$ cat src/rtl/sdi_trs_decoder.sv
// sdi_trs_decoder: receive-side TRS decoder for the SDI word stream.
// Finds 3FF/000/000/XYZ, validates the XYZ protection bits and extracts F/V/H.
// Measures line length (EAV to EAV) and line count, and reports lock.
// Forwards the word stream with one cycle of latency, with EAV/SAV/error
// strobes aligned to the XYZ word on video_out.
module sdi_trs_decoder #(
  parameter int SAMPLE_W   = 12,
  parameter int LINE_W     = 11,
  parameter int LOCK_COUNT = 4
) (
  input  logic                clk,
  input  logic                reset,
  input  logic [9:0]          rx_data,
  input  logic                rx_data_valid,
  output logic [9:0]          video_out,
  output logic                video_out_valid,
  output logic                trs_eav,
  output logic                trs_sav,
  output logic                xyz_err,
  output logic                f_bit,
  output logic                v_bit,
  output logic                h_bit,
  output logic [SAMPLE_W-1:0] line_len,
  output logic [LINE_W-1:0]   line_cnt,
  output logic                locked
);

  localparam int CTR_W = $clog2(LOCK_COUNT + 1);
  localparam logic [SAMPLE_W-1:0] SAMPLE_MAX = '1;
  localparam logic [LINE_W-1:0]   LINE_MAX   = '1;
  localparam logic [CTR_W-1:0]    LOCK_TOP   = CTR_W'(LOCK_COUNT);

  typedef enum logic [1:0] {S_IDLE, S_3FF, S_Z1, S_Z2} state_t;

  state_t              state, state_next;
  logic [SAMPLE_W-1:0] sample_cnt;
  logic [SAMPLE_W-1:0] len;
  logic [CTR_W-1:0]    lock_ctr;
  logic                meas_valid;
  logic                ref_valid;
  logic                prev_eav_v;
  logic                xyz_word, xyz_ok, good_eav, good_sav, bad_xyz;
  logic                w_f, w_v, w_h;

  assign w_f = rx_data[8];
  assign w_v = rx_data[7];
  assign w_h = rx_data[6];

  // The word arriving in S_Z2 is the XYZ word; check its protection bits.
  assign xyz_word = rx_data_valid && (state == S_Z2);
  assign xyz_ok   = rx_data[9]
                 && (rx_data[5] == (w_v ^ w_h))
                 && (rx_data[4] == (w_f ^ w_h))
                 && (rx_data[3] == (w_f ^ w_v))
                 && (rx_data[2] == (w_f ^ w_v ^ w_h))
                 && (rx_data[1:0] == 2'b00);
  assign good_eav = xyz_word && xyz_ok && w_h;
  assign good_sav = xyz_word && xyz_ok && !w_h;
  assign bad_xyz  = xyz_word && !xyz_ok;

  // Length of the line that ends with the current EAV word.
  assign len = sample_cnt + SAMPLE_W'(1);

  // State register; only valid words advance the matcher.
  always_ff @(posedge clk) begin
    // NOTE: registers use non-blocking assignments so every flop samples the pre-edge values.
    if (reset)              state <= S_IDLE;
    else if (rx_data_valid) state <= state_next;
  end

  // Next-state table for the 3FF/000/000/XYZ matcher.
  always_comb begin
    // NOTE: the default assignment first keeps this block free of inferred latches.
    state_next = state;
    unique case (state)
      S_IDLE: state_next = (rx_data == 10'h3FF) ? S_3FF : S_IDLE;
      S_3FF: begin
        if (rx_data == 10'h000)      state_next = S_Z1;
        else if (rx_data == 10'h3FF) state_next = S_3FF;
        else                         state_next = S_IDLE;
      end
      S_Z1: begin
        if (rx_data == 10'h000)      state_next = S_Z2;
        else if (rx_data == 10'h3FF) state_next = S_3FF;
        else                         state_next = S_IDLE;
      end
      S_Z2:    state_next = S_IDLE;
      default: state_next = S_IDLE;
    endcase
  end

  // Output pipeline stage: forwarded word plus strobes aligned with it.
  always_ff @(posedge clk) begin
    if (reset) begin
      video_out       <= '0;
      video_out_valid <= 1'b0;
      trs_eav         <= 1'b0;
      trs_sav         <= 1'b0;
      xyz_err         <= 1'b0;
    end else begin
      if (rx_data_valid) video_out <= rx_data;
      video_out_valid <= rx_data_valid;
      trs_eav         <= good_eav;
      trs_sav         <= good_sav;
      xyz_err         <= bad_xyz;
    end
  end

  // Hold the flags of the most recent XYZ word that passed its checks.
  always_ff @(posedge clk) begin
    if (reset) begin
      f_bit <= 1'b0;
      v_bit <= 1'b0;
      h_bit <= 1'b0;
    end else if (good_eav || good_sav) begin
      f_bit <= w_f;
      v_bit <= w_v;
      h_bit <= w_h;
    end
  end

  // Line length measurement and lock tracking, driven by good EAVs.
  always_ff @(posedge clk) begin
    if (reset) begin
      sample_cnt <= '0;
      meas_valid <= 1'b0;
      ref_valid  <= 1'b0;
      line_len   <= '0;
      lock_ctr   <= '0;
      locked     <= 1'b0;
    end else if (good_eav) begin
      sample_cnt <= '0;
      if (!meas_valid) begin
        // First EAV after start-up or saturation only opens a measurement window.
        meas_valid <= 1'b1;
      end else if (!ref_valid) begin
        line_len  <= len;
        ref_valid <= 1'b1;
        lock_ctr  <= '0;
      end else if (len == line_len) begin
        if (lock_ctr != LOCK_TOP) lock_ctr <= lock_ctr + CTR_W'(1);
        if (lock_ctr >= LOCK_TOP - CTR_W'(1)) locked <= 1'b1;
      end else begin
        line_len <= len;
        lock_ctr <= '0;
        locked   <= 1'b0;
      end
    end else if (rx_data_valid) begin
      if (sample_cnt != SAMPLE_MAX) sample_cnt <= sample_cnt + SAMPLE_W'(1);
      // Reaching the ceiling means the line is longer than can be measured.
      if (sample_cnt >= SAMPLE_MAX - SAMPLE_W'(1)) begin
        meas_valid <= 1'b0;
        lock_ctr   <= '0;
        locked     <= 1'b0;
      end
      if (bad_xyz) begin
        lock_ctr <= '0;
        locked   <= 1'b0;
      end
    end
  end

  // Line counter: restarts on the first EAV of vertical blanking.
  always_ff @(posedge clk) begin
    if (reset) begin
      line_cnt   <= '0;
      prev_eav_v <= 1'b0;
    end else if (good_eav) begin
      if (w_v && !prev_eav_v)      line_cnt <= '0;
      else if (line_cnt != LINE_MAX) line_cnt <= line_cnt + LINE_W'(1);
      prev_eav_v <= w_v;
    end
  end

endmodule
$ cat config.mk
export PLATFORM = sky130hd
export DESIGN_NAME = sdi_trs_decoder
export DESIGN_NICKNAME = d
export VERILOG_FILES = /design/src/rtl/sdi_trs_decoder.sv
export SDC_FILE = /design/constraint.sdc
export NUM_CORES = 1
export LEC_CHECK = 0
export CELL_PAD_IN_SITES_DETAIL_PLACEMENT = 0
export CELL_PAD_IN_SITES_GLOBAL_PLACEMENT = 1
export CORE_AREA = 2 2 114 83
export DETAILED_ROUTE_END_ITERATION = 12
export DIE_AREA = 0 0 116 85
export PLACE_DENSITY_LB_ADDON = 0.1
export SYNTH_ARGS = -nofsm -noshare
export SYNTH_HDL_FRONTEND = slang
export SYNTH_SLANG_ARGS = --single-unit
$ cat constraint.sdc
create_clock -name clk -period 3.1 [get_ports clk]
set_clock_uncertainty 0.05 [all_clocks]
set_input_delay 0.31 -clock clk [delete_from_list [all_inputs] [get_ports clk]]
set_output_delay 0.31 -clock clk [all_outputs]
set_load 0.01 [all_outputs]
==> impl_metrics.json <==
{
  "rsz_0062_raised_after_global_routing": "no",
  "worstSetupPathType": "reg2reg",
  "flow.area_growth_from_synthesis_pct": 28.5,
  "place.gp.congestion": 0.889,
  "num_rows": 29,
  "worstHoldPathType": "reg2reg",
  "largest_net_degree_at_the_start_of_global_routing": 21,
  "placement.cell_area_um2": 4140,
  "port_buffers": 53,
  "synth_top_area_share_pct": 35.8,
  "cts_setup_buffers": 0,
  "report.final.hold_viol_count": 0,
  "postSynthAreaPerCell_um2": 8.56,
  "grt_pass1_wl_um": 14000,
  "hold_depth": 2,
  "setup.worst_path.start": "sample_cnt[0]",
  "synth_top_cell_by_area": "sky130_fd_sc_hd__dfxtp_1",
  "vias_per_cell": 5.11,
  "synthesis.instances": 399,
  "crit_buf_inv": 1,
  "tritoncts.num_buffers": 9,
  "grt_overflow": 0,
  "dp_hpwl_um": 6200,
  "synthesis.area_um2": 3420,
  "initialDrtViolationCount": 201,
  "hold-path-endpoint": "f_bit",
  "finalCriticalPeriod_ps": 2770,
  "cp.required_ps": 3270,
  "async_reset_ff_share_pct": 0,
  "worst_path_arrival_time_ps": 2940,
  "worst_r2r_dst": "line_len[9]",
  "critPathSlowestCell": "sky130_fd_sc_hd__dfxtp_1",
  "final_max_slew_viol_count": 0,
  "tritoncts": "yes",
  "slew-limit-headroom_pct": 61.2,
  "cap_violations": 0,
  "worst_path_dominant_cell_family": "simple AND/OR/NAND/NOR gates",
  "grt_util_all_layers_pct": 18.3,
  "rrSetupSlack_ps": 330,
  "synth-seq-cells": 61,
  "placed_cells": 574,
  "die_y_um": 85,
  "critical_path.cell_chain": "ha_1 > and3_1 > nand4_1 > xnor3_1 > nor2b_1 > a41oi_2 > buf_4 > mux2_2",
  "path_clk_slew_ps": 50,
  "synth.yosys.warnings": 0,
  "endpoint_kind": "flop",
  "synth_enable_flop_cells": 0,
  "maxClockFrequency_mhz": 361,
  "final-instance-count-excl-fill": 587,
  "status": "complete, no violations",
  "critPathMaxFanout": 11,
  "synth.distinct_cells": 56,
  "finalSetupTns_ps": 0,
  "synth-main-ff-cell": "sky130_fd_sc_hd__dfxtp_1",
  "core_region_area_um2": 8780,
  "fin_area_um2": 4390,
  "worst_setup_path_start_kind": "flop",
  "initial_cell_density_of_the_core_pct": 38.9,
  "antenna_left": 0,
  "fin_crit_sh_pct": 89.3,
  "yosysSeqAreaShare_pct": 35.8,
  "postRouteWirelength_um": 8470,
  "r2r_cells": 8,
  "post_route_cells_drive_above_1_share_pct": 10.4,
  "boundaryPins": 54,
  "setup_violations": 0,
  "num_vias": 3002,
  "numClockSinks": 61,
  "num_antenna_cells": 0,
  "worst-slew-pin-transition_ps": 576,
  "syn-num-nets": 420,
  "crit_path_max_incr_delay_ps": 500,
  "cts.path.max_buffers": 2,
  "ff_to_ff_start": "sample_cnt[0]",
  "number_of_antenna_violations_at_the_first_check_in_global_routing": 0,
  "design.final.nets": 482,
  "timing.hold.ws_ps": 410,
  "ys_top_cells_by_area": "sky130_fd_sc_hd__dfxtp_1, sky130_fd_sc_hd__mux2i_1, sky130_fd_sc_hd__nor2_1",
  "worstHoldStart": "f_bit",
  "die_width_um": 116,
  "cts.hold.buffers_added": 0,
  "drt_pre_antenna_iters": 6,
  "cts-root-buf": "sky130_fd_sc_hd__clkbuf_16",
  "drc": 0,
  "irDropWorstVdd_mv": 0.311,
  "cts_resized": 0,
  "clk-insertion-delay-late_ps": 330,
  "cts_htree_levels": 3,
  "wire_per_inst_um": 14.4,
  "power_density_nw_per_um2": 415,
  "dieArea_um2": 9860,
  "power.leakage_nw": 1.67,
  "grt_pass1_vias": 2763
}
-- sequential cells by signal, summed over array words and instances, names as in the netlist, 2 cells and up --
signal	flops
state	2
lock_ctr	3
sample_cnt	12
video_out	10
line_len	12
line_cnt	11
-- placed cells by master, fill, tap and decap left out, types with 4 or more instances in the layout --
cell                              count
sky130_fd_sc_hd__a21oi_1             18
sky130_fd_sc_hd__and3_1              10
sky130_fd_sc_hd__and4_1               5
sky130_fd_sc_hd__buf_4               19
sky130_fd_sc_hd__clkbuf_16            9
sky130_fd_sc_hd__clkdlybuf4s50_1     53
sky130_fd_sc_hd__dfxtp_1             61
sky130_fd_sc_hd__ha_1                 8
sky130_fd_sc_hd__inv_1               14
sky130_fd_sc_hd__mux2_4               5
sky130_fd_sc_hd__mux2i_1             18
sky130_fd_sc_hd__nand2_1             39
sky130_fd_sc_hd__nand2b_1             7
sky130_fd_sc_hd__nand3_1             13
sky130_fd_sc_hd__nand4_1             10
sky130_fd_sc_hd__nor2_1              47
sky130_fd_sc_hd__nor2b_1             10
sky130_fd_sc_hd__nor3_1              11
sky130_fd_sc_hd__o211ai_1             4
sky130_fd_sc_hd__o21ai_0             10
sky130_fd_sc_hd__o31ai_1              4
sky130_fd_sc_hd__xnor2_1             18
sky130_fd_sc_hd__xnor3_1              4
sky130_fd_sc_hd__xor2_1              16
-- stage by stage --
stage	power, W	worst slack, ps	utilization, %
2_1_floorplan	0.000902	445	-
3_3_place_gp	0.000963	227	47.1
3_5_place_dp	0.000964	162	47.1
4_1_cts	0.00185	318	50.0
5_1_grt	0.00190	56.0	50.0
6_report	0.00182	333	50.0
-- cell usage after synthesis (all sizes together) (3+ instances only) --
library cell and number:
dfxtp 61, nor2 47, nand2 39, a21oi 18
mux2i 18, xnor2 18, xor2 16, inv 15
nand3 15, buf 12, nand4 12, o21ai 12
nor3 11, and3 10, nor2b 10, clkbuf 9
ha 8, nand2b 7, mux2 6, and4 5
o211ai 4, o31ai 4, or4 4, xnor3 4
a31oi 3, nor4 3, o22ai 3, or3 3
-- report_power, final --
group	switching, W	internal (W)
Sequential	0.00000992	0.000797
Combinational	0.0000760	0.0000648
Clock	0.000331	0.000543
Total	0.000417	0.00140
-- area by class of cell --
class	count	area, um2
repair buffers	72	673
clock inverters	3	15.0
multi-input cells	302	2030
flip-flops and latches	61	1220
clock buffers	10	239
fillers	890	4390
inverters	15	56.3
well taps	124	155
-- cell families after synthesis --
group / count (synthesis) / share of synthesized area [%]
buffers and inverters: 36 / 4.83
muxes: 24 / 7.80
AOI/OAI and AO/OA: 58 / 11.0
DFF: 61 / 35.8
and+or+nand+nor: 174 / 26.3
xor gates and xnor gates: 38 / 11.4
adders and majority gates: 8 / 2.93
-- worst register-to-register path, cell delays in order (launching register included) --
cell and delay (ps):
sky130_fd_sc_hd__dfxtp_1 500, sky130_fd_sc_hd__ha_1 360, sky130_fd_sc_hd__and3_1 330, sky130_fd_sc_hd__nand4_1 230, sky130_fd_sc_hd__xnor3_1 330, sky130_fd_sc_hd__nor2b_1 90, sky130_fd_sc_hd__a41oi_2 120, sky130_fd_sc_hd__buf_4 270
sky130_fd_sc_hd__mux2_2 360
-- worst max-delay path by stage --
| stage | cells past startpoint | to | slack (ps) |
|---|---|---|---|
| floorplan | 11 | line_len[0] | 450 |
| global placement | 10 | line_len[9] | 230 |
| detailed placement | 10 | line_len[9] | 160 |
| CTS | 8 | line_len[9] | 320 |
| global route | 7 | line_len[9] | 60 |
| finish | 8 | line_len[9] | 330 |
-- layer usage --
metal | track usage, % | up-vias | wire length [um]
li1 | - | 1522 | -
met1 | 27.4 | 1410 | 4450
met4 | 5.19 | 0 | 88
met5 | 0 | - | 0
met2 | 25.6 | 61 | 3560
met3 | 5.21 | 9 | 375
Note: power is estimated with default switching activity, not from simulation.
